File: src/rtl/wb_write_arbiter_if.sv
// Write-back port bundle for wb_write_arbiter: ALU/LSU producers, regfile write port,
// pending-write query and FIFO occupancy. The master modport is the arbiter's view.
interface wb_write_arbiter_if #(
    parameter int unsigned XLEN  = 32,
    parameter int unsigned DEPTH = 2
);
    localparam int unsigned CW = $clog2(DEPTH) + 1;

    logic            alu_valid;
    logic [4:0]      alu_rd;
    logic [XLEN-1:0] alu_data;
    logic            lsu_valid;
    logic            lsu_ready;
    logic [4:0]      lsu_rd;
    logic [XLEN-1:0] lsu_data;
    logic            alu_stall;
    logic            rf_we;
    logic [4:0]      rf_rd;
    logic [XLEN-1:0] rf_wdata;
    logic [4:0]      chk_rs1;
    logic [4:0]      chk_rs2;
    logic            chk_hit;
    logic [CW-1:0]   q_count;

    modport master (
        input  alu_valid, alu_rd, alu_data,
        input  lsu_valid, lsu_rd, lsu_data,
        input  chk_rs1, chk_rs2,
        output lsu_ready, alu_stall,
        output rf_we, rf_rd, rf_wdata,
        output chk_hit, q_count
    );

    modport slave (
        output alu_valid, alu_rd, alu_data,
        output lsu_valid, lsu_rd, lsu_data,
        output chk_rs1, chk_rs2,
        input  lsu_ready, alu_stall,
        input  rf_we, rf_rd, rf_wdata,
        input  chk_hit, q_count
    );
endinterface

File: src/rtl/wb_write_arbiter.sv
// Regfile write-port arbiter: ALU results win, loads queue in a small FIFO with anti-starvation stall.
// Optional macro WB_PENDING_CHECK_EN enables the chk_hit pending-write comparators.
module wb_write_arbiter #(
    parameter int unsigned XLEN         = 32,
    parameter int unsigned DEPTH        = 2,
    parameter int unsigned STARVE_LIMIT = 4
) (
    input  logic               clk,
    input  logic               rst_n,
    wb_write_arbiter_if.master wb
);
    localparam int unsigned PW = $clog2(DEPTH);
    localparam int unsigned CW = PW + 1;
    localparam int unsigned SW = $clog2(STARVE_LIMIT + 1);

    logic [4:0]      q_rd_mem   [DEPTH];
    logic [XLEN-1:0] q_data_mem [DEPTH];

    logic [PW-1:0]   wr_ptr_q, wr_ptr_d;
    logic [PW-1:0]   rd_ptr_q, rd_ptr_d;
    logic [CW-1:0]   count_q, count_d;
    logic [SW-1:0]   starve_q, starve_d;
    logic            stall_q, stall_d;
    logic            rf_we_q, rf_we_d;
    logic [4:0]      rf_rd_q, rf_rd_d;
    logic [XLEN-1:0] rf_wdata_q, rf_wdata_d;

    logic            lsu_ready;
    logic            lsu_acc;
    logic            alu_win;
    logic            fifo_ne;
    logic            enq;
    logic            deq;
    logic            sel_valid;
    logic [4:0]      sel_rd;
    logic [XLEN-1:0] sel_data;

    always_comb begin
        lsu_ready = (count_q != CW'(DEPTH));
        lsu_acc   = wb.lsu_valid && lsu_ready;
        alu_win   = wb.alu_valid && !stall_q;
        fifo_ne   = (count_q != '0);

        sel_valid = 1'b0;
        sel_rd    = '0;
        sel_data  = '0;
        enq       = 1'b0;
        deq       = 1'b0;

        if (alu_win) begin
            sel_valid = 1'b1;
            sel_rd    = wb.alu_rd;
            sel_data  = wb.alu_data;
            enq       = lsu_acc;
        end else if (fifo_ne) begin
            sel_valid = 1'b1;
            sel_rd    = q_rd_mem[rd_ptr_q];
            sel_data  = q_data_mem[rd_ptr_q];
            deq       = 1'b1;
            enq       = lsu_acc;
        end else if (lsu_acc) begin
            // Empty FIFO: the load goes straight to the output stage and is never stored.
            sel_valid = 1'b1;
            sel_rd    = wb.lsu_rd;
            sel_data  = wb.lsu_data;
        end
    end

    always_comb begin
        wr_ptr_d = enq ? wr_ptr_q + PW'(1) : wr_ptr_q;
        rd_ptr_d = deq ? rd_ptr_q + PW'(1) : rd_ptr_q;

        count_d = count_q;
        if (enq && !deq) begin
            count_d = count_q + CW'(1);
        end else if (deq && !enq) begin
            count_d = count_q - CW'(1);
        end

        // Reaching the limit raises the stall for one cycle and restarts the count.
        starve_d = '0;
        stall_d  = 1'b0;
        if (fifo_ne && alu_win) begin
            if (starve_q == SW'(STARVE_LIMIT - 1)) begin
                stall_d = 1'b1;
            end else begin
                starve_d = starve_q + SW'(1);
            end
        end

        rf_we_d    = sel_valid && (sel_rd != 5'd0);
        rf_rd_d    = rf_we_d ? sel_rd   : rf_rd_q;
        rf_wdata_d = rf_we_d ? sel_data : rf_wdata_q;
    end

    always_ff @(posedge clk or negedge rst_n) begin
        if (!rst_n) begin
            wr_ptr_q   <= '0;
            rd_ptr_q   <= '0;
            count_q    <= '0;
            starve_q   <= '0;
            stall_q    <= 1'b0;
            rf_we_q    <= 1'b0;
            rf_rd_q    <= '0;
            rf_wdata_q <= '0;
        end else begin
            wr_ptr_q   <= wr_ptr_d;
            rd_ptr_q   <= rd_ptr_d;
            count_q    <= count_d;
            starve_q   <= starve_d;
            stall_q    <= stall_d;
            rf_we_q    <= rf_we_d;
            rf_rd_q    <= rf_rd_d;
            rf_wdata_q <= rf_wdata_d;
        end
    end

    // Storage needs no reset: occupancy is governed entirely by the pointers and count.
    always_ff @(posedge clk) begin
        if (enq) begin
            q_rd_mem[wr_ptr_q]   <= wb.lsu_rd;
            q_data_mem[wr_ptr_q] <= wb.lsu_data;
        end
    end

    assign wb.lsu_ready = lsu_ready;
    assign wb.alu_stall = stall_q;
    assign wb.rf_we     = rf_we_q;
    assign wb.rf_rd     = rf_rd_q;
    assign wb.rf_wdata  = rf_wdata_q;
    assign wb.q_count   = count_q;

`ifdef WB_PENDING_CHECK_EN
    logic          hit;
    logic [PW-1:0] idx;

    always_comb begin
        hit = 1'b0;
        idx = '0;
        // Walk live entries by offset from the head so wrap-around needs no special case.
        for (int unsigned k = 0; k < DEPTH; k++) begin
            idx = rd_ptr_q + PW'(k);
            if ((CW'(k) < count_q) && (q_rd_mem[idx] != 5'd0) &&
                ((q_rd_mem[idx] == wb.chk_rs1) || (q_rd_mem[idx] == wb.chk_rs2))) begin
                hit = 1'b1;
            end
        end
        if (rf_we_q && (rf_rd_q != 5'd0) &&
            ((rf_rd_q == wb.chk_rs1) || (rf_rd_q == wb.chk_rs2))) begin
            hit = 1'b1;
        end
    end

    assign wb.chk_hit = hit;
`else
    logic unused_chk;
    assign unused_chk = ^{wb.chk_rs1, wb.chk_rs2};
    assign wb.chk_hit = 1'b0;
`endif

endmodule

File: src/flat_wrapper.sv
// flat-port wrapper written by rule: the top's interface ports become plain ports
module wb_write_arbiter_flat 
#(
    parameter int unsigned XLEN         = 32,
    parameter int unsigned DEPTH        = 2,
    parameter int unsigned STARVE_LIMIT = 4
)
  (clk, rst_n, wb_alu_valid, wb_alu_rd, wb_alu_data, wb_lsu_valid, wb_lsu_rd, wb_lsu_data, wb_chk_rs1, wb_chk_rs2, wb_lsu_ready, wb_alu_stall, wb_rf_we, wb_rf_rd, wb_rf_wdata, wb_chk_hit, wb_q_count);
  wb_write_arbiter_if #(.XLEN(XLEN), .DEPTH(DEPTH)) wb_i ();
  input  logic clk;
  input  logic rst_n;
  input wire logic [$bits(wb_i.alu_valid)-1:0] wb_alu_valid;
  input wire logic [$bits(wb_i.alu_rd)-1:0] wb_alu_rd;
  input wire logic [$bits(wb_i.alu_data)-1:0] wb_alu_data;
  input wire logic [$bits(wb_i.lsu_valid)-1:0] wb_lsu_valid;
  input wire logic [$bits(wb_i.lsu_rd)-1:0] wb_lsu_rd;
  input wire logic [$bits(wb_i.lsu_data)-1:0] wb_lsu_data;
  input wire logic [$bits(wb_i.chk_rs1)-1:0] wb_chk_rs1;
  input wire logic [$bits(wb_i.chk_rs2)-1:0] wb_chk_rs2;
  output wire logic [$bits(wb_i.lsu_ready)-1:0] wb_lsu_ready;
  output wire logic [$bits(wb_i.alu_stall)-1:0] wb_alu_stall;
  output wire logic [$bits(wb_i.rf_we)-1:0] wb_rf_we;
  output wire logic [$bits(wb_i.rf_rd)-1:0] wb_rf_rd;
  output wire logic [$bits(wb_i.rf_wdata)-1:0] wb_rf_wdata;
  output wire logic [$bits(wb_i.chk_hit)-1:0] wb_chk_hit;
  output wire logic [$bits(wb_i.q_count)-1:0] wb_q_count;
  assign wb_i.alu_valid = wb_alu_valid;
  assign wb_i.alu_rd = wb_alu_rd;
  assign wb_i.alu_data = wb_alu_data;
  assign wb_i.lsu_valid = wb_lsu_valid;
  assign wb_i.lsu_rd = wb_lsu_rd;
  assign wb_i.lsu_data = wb_lsu_data;
  assign wb_i.chk_rs1 = wb_chk_rs1;
  assign wb_i.chk_rs2 = wb_chk_rs2;
  assign wb_lsu_ready = wb_i.lsu_ready;
  assign wb_alu_stall = wb_i.alu_stall;
  assign wb_rf_we = wb_i.rf_we;
  assign wb_rf_rd = wb_i.rf_rd;
  assign wb_rf_wdata = wb_i.rf_wdata;
  assign wb_chk_hit = wb_i.chk_hit;
  assign wb_q_count = wb_i.q_count;
  wb_write_arbiter #(.XLEN(XLEN), .DEPTH(DEPTH), .STARVE_LIMIT(STARVE_LIMIT)) u_core (.clk(clk), .rst_n(rst_n), .wb(wb_i));
endmodule
File: config.mk
export PLATFORM = sky130hd
export DESIGN_NAME = wb_write_arbiter_flat
export DESIGN_NICKNAME = d
export VERILOG_FILES = /design/src/rtl/wb_write_arbiter_if.sv /design/src/rtl/wb_write_arbiter.sv /design/src/flat_wrapper.sv
export SDC_FILE = /design/constraint.sdc
export NUM_CORES = 1
export LEC_CHECK = 0
export CAP_MARGIN = 0
export CORE_MARGIN = 2
export CORE_UTILIZATION = 51
export CTS_BUF_LIST = sky130_fd_sc_hd__clkbuf_4
export DETAILED_ROUTE_END_ITERATION = 10
export PLACE_DENSITY = 0.83
export SLEW_MARGIN = 20
export SYNTH_ARGS = -nofsm -noshare
export SYNTH_HDL_FRONTEND = slang
export SYNTH_SLANG_ARGS = --single-unit
File: constraint.sdc
create_clock -name clk -period 3.4 [get_ports clk]
set_input_delay 0.85 -clock clk [delete_from_list [all_inputs] [get_ports clk]]
set_output_delay 0.85 -clock clk [all_outputs]
set_load 0.02 [all_outputs]
# Yosys cells after proc, flatten, opt, wreduce, memory -nomap -nowiden
# Memories as Yosys holds them, arrays and structs flattened.
# Cells that the tools add are included.
# op_classes
n_reduce_logical,12
add_sub_neg,5
eq_ne,2
muxes,21
# ops
op,n
32-bit 2-to-1 mux,3
5-bit 2-to-1 mux,3
1-bit 2-to-1 mux,11
1-bit logical AND,6
3-bit 2-to-1 mux,2
5-bit nonzero test,1
2-bit 2-to-1 mux,2
2-bit nonzero test,2
3-bit by 1-bit adder with 3-bit output (second input constant),1
3-bit by 2-bit == test with 1-bit output (second input constant),1
1-bit zero test,3
1-bit adder (second input constant),2
2-bit by 1-bit adder with 2-bit output (second input constant),1
2-bit inequality test (second input constant),1
2-bit by 1-bit subtractor with 2-bit output (second input constant),1
# totals
mem_bits_rw,74
word_cells,50
reg_bits,46
n_memories,2
# memory_table
name,words,width,rd,rd_ports_with_merged_regs,wr,line,text
u_core.q_data_mem,2,32,1,0,1,wb_write_arbiter.sv:17,logic [XLEN-1:0] q_data_mem [DEPTH];
u_core.q_rd_mem,2,5,1,0,1,wb_write_arbiter.sv:16,logic [4:0] q_rd_mem [DEPTH];

# Logic depth before layout (Yosys ltp)
# Gate-level depths: netlist (run 1).
# depth
word_depth,8
ltp_mapped,9
mapped_depth_nobuf,8

# Least setup slack after synthesis (run 1)
# No wires, ideal clock.
# synth_path
path_type,input-to-reg
start,input wb_alu_valid
end,"memory u_core.q_data_mem[0][0], enable pin"
path_stages,5
required_time_ns,2.969
setup_time_ns,0.431
path_slack_ns,0.072
arrival_ns,2.896
path_cell_list,nand2b_1 clkbuf_1 nor2_1 o21ai_0 nor2_1
# synth_between
elab_chain_len,4
# synth_rtl
element,line,text
"start, declared",flat_wrapper.sv:12,input wire logic [$bits(wb_i.alu_valid)-1:0] wb_alu_valid;
1-bit logical AND,wb_write_arbiter.sv:41,alu_win = wb.alu_valid && !stall_q;
1-bit 2-to-1 mux,wb_write_arbiter.sv:50,if (alu_win) begin
1-bit 2-to-1 mux,wb_write_arbiter.sv:120,if (enq) begin
1-bit 2-to-1 mux (not written as such),wb_write_arbiter.sv:122,q_data_mem[wr_ptr_q] <= wb.lsu_data;
"end, declared",wb_write_arbiter.sv:17,
# No other way between the ends.

# Worst setup path after layout (run 1)
# layout_path
start,"register u_core.count_q[0], in the netlist u_core.wb.q_count[0]"
end,output wb_lsu_ready
# layout_between
elab_chain_len,1
# layout_rtl
element,line,text
"start, declared",wb_write_arbiter.sv:21,"logic [CW-1:0] count_q, count_d;"
"start signal, assigned",wb_write_arbiter.sv:109,count_q <= count_d;
2-bit inequality test,wb_write_arbiter.sv:39,lsu_ready = (count_q != CW'(DEPTH));
"end, declared",flat_wrapper.sv:20,output wire logic [$bits(wb_i.lsu_ready)-1:0] wb_lsu_ready;
# No other way between the ends.

==> flow_summary.ini, run 1 <==
[route]
drc = 0
drtIter0Drc = 201
viasPerCell = 5.50
routed_wl_mm = 11.2
ant_nets = 0
routedWlPerCell_um = 18.4
dr.pass1.iters = 4
vias = 3352

[final_layout]
diodes = 0
utilization = 0.688
drive_gt1_frac = 0.176
syn2layout_area_growth_pct = 31.0
fill_cells = 731
fin_nets = 554

[synth]
synth_top_area_frac = 0.431
synthArstFlopShare = 0.383
syn-cell-area_sq_mm = 0.00516
syn_avg_cell_area_sq_um = 15.5
yosysWarnings = 0
synth_seq_area_share = 0.654
synth_fp_nets = 424
synth_edf_count = 74
synth_top_area_cell = edfxtp_1
ys_seq_elements = 120
synth_area_leaders = edfxtp_1 (43%), dfrtp_1 (22%), mux2_4 (7.9%)
synth_common_cells = edfxtp_1 (74), dfrtp_1 (46), nor2_1 (37), mux2i_1 (35), a221o_1 (33)
yosysMostFrequentCell = edfxtp_1
syn_inst = 334
synth_cell_type_count = 33
synth_ff_type = edfxtp_1

[outcome]
status = completed

[clock_network]
clk_latency_ps = 520
cts_root_buf = clkbuf_4
cts_buffer_depth = 2
cts.reportedPaths.clkPinSlew_ps = 100
cts_tree = done
post_cts_resized = 0
cts_buffers = 17
cts.sinks = 120
cts_hold_buffers = 0
htree_levels = 4
post_cts_buffers = 0

[floorplan]
row_count = 36
die_x_um = 105
dieArea_sq_mm = 0.0109
io_pins = 131
coreArea_sq_mm = 0.00982
die_y_um = 105
initial_utilization = 0.526

[sta]
hold_violations = 0
hold_slack_ps = 341
final_max_slew_viol_count = 0
grt_setup_unrepaired = false
relSlewSlack = 0.375
worst_pin_slew_ps = 937
maxClockFrequency_ghz = 0.372
worst_slack_ps = 711
tns_ps = 0
finalClockSkew_ps = 16.2
period_minus_slack_ps = 2690
setup_viol_count_final = 0
period_share = 0.791

[placement]
post-place-ws_ps = 340
dp_hpwl_mm = 7.63
gp_congestion = 0.774
io_buffers = 119

[setup_path]
arrival_ps = 1840
start_kind = flop
endpoint_kind = primary output
cp.required_ps = 2550
reg2regPathDepth = 6
worstPathMaxFanout = 11
path_class = flop to primary output

[global_route]
grt_pass1_vias = 3583
grt_pass1_wl_mm = 18.4
grt_antenna_before_repair = 0
grt_use_total = 0.218
grt_max_degree = 38
grt_overflow = 0

[power_and_ir_drop]
power_per_cell_area_mw_per_mm2 = 728
peakVddDrop_mv = 0.318
cellLeakagePower_uw = 0.00275
power.total_uw = 4920

[flow_run]
max-cap-violations = 0

[worst_hold_path]
hp-class = primary input to asynchronous set/reset pin
## routing by layer
metal | part of all wire | global-route usage
met3 | 0.057 | 0.0561
met1 | 0.43 | 0.277
met2 | 0.50 | 0.364
met4 | 0.014 | 0.0790
met5 | 0 | 0
## cell families (layout without fill, tap and decap cells)
logic type	count (synthesis)	after routing	share of synthesized area
XOR/XNOR	5	5	0.00849
AO/OA/AOI/OAI	47	47	0.0824
other	1	1	0.000727
AND/OR/NAND/NOR	64	64	0.0618
adder cells (fa/ha/maj)	2	2	0.00485
flip-flops	120	120	0.654
buffers and inverters	26	169	0.0264
multiplexers	69	69	0.162
## worst paths after layout
path	slack [ps]	startpoint	to
setup / recovery	710	u_core.wb.q_count[0]	wb_lsu_ready
hold / removal	340	rst_n	u_core.wb.rf_wdata[12]
setup reg to reg	990	u_core.rd_ptr_q	u_core.wb.rf_wdata[26]
hold reg to reg	450	u_core.starve_q[0]	u_core.starve_q[0]
max in group asynchronous	2310	rst_n	u_core.wb.rf_wdata[29]
min in group clk	450	u_core.starve_q[0]	u_core.starve_q[0]
## cell usage in the layout (no fill, tap or decap), types with 2 or more instances in the layout
cell type / count
a221o_1: 33
and3_1: 2
buf_4: 15
clkbuf_4: 24
clkdlybuf4s50_1: 118
clkinv_1: 4
clkinv_2: 3
dfrtp_1: 45
edfxtp_1: 74
ha_1: 2
inv_1: 3
mux2_2: 7
mux2_4: 27
mux2i_1: 35
nand2_1: 8
nand2b_1: 4
nand4bb_1: 3
nor2_1: 36
nor3b_1: 2
o211ai_1: 3
o21ai_0: 8
xnor2_1: 3
xor2_1: 2
## power breakdown
part           internal [uW]  switching (uW)
clock                    407             476
combinational            952             905
sequential              1960             221
total                   3320            1600
## final cells by class
type,instances,area [sq um],area share
clock buffers,24,180,0.0267
flip-flops and latches,120,3370,0.499
multi-input cells,188,1670,0.247
repair buffers,134,1300,0.192
clock inverters,8,60.1,0.00889
inverters,3,11.3,0.00167
well taps,133,166,0.0246
## metrics by stage
step	cells	cell area (sq um)
floorplan	334	5160
CTS	610	6760
detailed placement	578	6520
finish	610	6760
global route	610	6760
global placement	578	6520
## worst max-delay path: stages (launching register included)
cell and delay [ps]:
dfrtp_1 560, nand2b_1 160, clkdlybuf4s50_1 610
## flip-flops by register name (all words and copies together) (netlist names)
signal,cells
u_core.wb.rf_we,1
u_core.wb.alu_stall,1
u_core.wb.rf_rd,5
u_core.wb.q_count,2
u_core.rd_ptr_q,1
u_core.starve_q,3
u_core.wr_ptr_q,1
u_core.q_rd_mem,10
u_core.q_data_mem,64
u_core.wb.rf_wdata,32
No activity file was read; power rests on OpenSTA's default activity.
==> run 2: changes to the inputs <==
==> constraint.sdc (replaced) <==
create_clock -name clk -period 2.6 [get_ports clk]
set_input_delay 0.65 -clock clk [delete_from_list [all_inputs] [get_ports clk]]
set_output_delay 0.65 -clock clk [all_outputs]
set_load 0.02 [all_outputs]
==> run 2 against run 1 <==
Compared with the run above:
- worst hold slack got worse by 270 ps
- non-clock buffer count grew 11
- power is 38% higher
- routed wire length up 3.9%
- first-iteration DRC count down 19%
- register-to-register slack worse by 540 ps
- via count rose by 3.2%
- global-route usage up 0.79 points
- cell area up 3.0%
- highest routed layer unchanged
==> flow_summary.ini, run 2 (synthesis results as in run 1) <==
[outcome]
status = completed

[setup_path]
worstPathMaxFanout = 10
start_kind = flop
cp.required_ps = 1950
rr_startpoint = u_core.wb.q_count[1]
r2r_slack_ps = 450
path_class = flop to primary output
arrival_ps = 1760
reg2regPathDepth = 6
timing.rr.end = u_core.wb.rf_wdata[19]
crit_start = u_core.wb.q_count[0]
endpoint_kind = primary output

[floorplan]
die_x_um = 105
initial_utilization = 0.526
io_pins = 131
coreArea_sq_mm = 0.00982
row_count = 36
dieArea_sq_mm = 0.0109
die_y_um = 105

[placement]
dpl.cell_count = 589
io_buffers = 119
dp_hpwl_mm = 8.08
gp_congestion = 0.790

[clock_network]
post_cts_resized = 0
cts_buffer_depth = 2
post_cts_buffers = 0
cts_tree = done
htree_levels = 4
cts_buffers = 17
cts_hold_buffers = 0
cts_root_buf = clkbuf_4
cts.sinks = 120
cts.reportedPaths.clkPinSlew_ps = 110
clk_latency_ps = 500

[sta]
grt_setup_unrepaired = false
tns_ps = 0
finalClockSkew_ps = 16.1
setup_viol_count_final = 0
hold_slack_ps = 75.3
period_minus_slack_ps = 2410
final_max_slew_viol_count = 0
period_share = 0.926
maxClockFrequency_ghz = 0.415
hold_violations = 0

[route]
routed_wl_mm = 11.7
ant_nets = 0
vias = 3460
dr.pass1.iters = 4
drc = 0
routedWlPerCell_um = 18.8
drtIter0Drc = 163
viasPerCell = 5.57

[global_route]
grt_use_total = 0.226
grt_pass1_vias = 3736
grt_max_degree = 25
grt_pass1_wl_mm = 19.0
grt_overflow = 0
grt_antenna_before_repair = 0

[flow_run]
max-cap-violations = 0

[final_layout]
regMostFlops = u_core.q_data_mem
diodes = 0
fin_nets = 565
largest_register_ff_count = 64
syn2layout_area_growth_pct = 34.9
layout.cells.non_filler = 621
utilization = 0.709
final_common_cell = clkdlybuf4s50_1
drive_gt1_frac = 0.195
final_cell_mix = clkdlybuf4s50_1 (118), edfxtp_1 (74), dfrtp_1 (45)

[power_and_ir_drop]
cellLeakagePower_uw = 0.00283
power_per_cell_area_mw_per_mm2 = 974
peakVddDrop_mv = 0.522
power.total_uw = 6780

[worst_hold_path]
hp-class = primary input to asynchronous set/reset pin
-- run 2: cell types whose count changed in the layout (fill, tap and decap cells not counted), sizes merged --
cell / previous run / this run
clkinvlp: 0 / 3
bufinv: 1 / 3
clkinv: 7 / 9
buf: 16 / 27
clkbuf: 24 / 17
-- run 2: per-stage QoR --
stage                     instance area [sq um]  worst slack [ps]
after floorplan                            5160              69.5
after global placement                     6680             -64.5
after detailed placement                   6680             -93.4
after CTS                                  6960               156
after global routing                       6960              70.7
final                                      6960               192
-- run 2: worst max path at each step --
| stage | endpoint | depth (start not counted) |
|---|---|---|
| final | wb_lsu_ready | 3 |
| after global routing | wb_lsu_ready | 3 |
| after CTS | wb_lsu_ready | 3 |
| after detailed placement | u_core.wb.rf_wdata[19] | 7 |
| after global placement | u_core.wb.rf_wdata[23] | 7 |
| after floorplan | u_core.q_data_mem[1][0] | 6 |
-- run 2: critical path, cell delays in order (launching register included) --
cell and delay [ps]:
dfrtp_1 370, buf_4 180, nand2b_1 120, clkdlybuf4s50_1 600
-- run 2: power by group --
part	internal (uW)	switching [uW]
sequential	2560	213
clock	650	685
combinational	1370	1300
total	4580	2200
-- run 2: per-layer routing --
layer	vias up	part of all wire	GRT usage
met1	1749	0.40	0.265
met4	0	0.020	0.0895
met2	117	0.53	0.395
met5	-	0	0
met3	24	0.050	0.0624
li1	1570	-	-
-- run 2: layout make-up --
cell class	count	area, sq um
timing repair buffer	145	1460
fill	686	2860
inverter	3	11.3
clock buffer	17	128
sequential	120	3370
multi-input combinational	188	1670
clock inverter	15	160
tap	133	166
==> run 3: changes to the inputs <==
--- a/config.mk
+++ b/config.mk
@@ -10,6 +10,7 @@
 export CORE_UTILIZATION = 51
 export CTS_BUF_LIST = sky130_fd_sc_hd__clkbuf_4
 export DETAILED_ROUTE_END_ITERATION = 10
+export GPL_TIMING_DRIVEN = 1
 export PLACE_DENSITY = 0.83
 export SLEW_MARGIN = 20
 export SYNTH_ARGS = -nofsm -noshare
==> results of run 3 <==
Same layout as run 2: the final DEF is identical, and so are final timing and power.
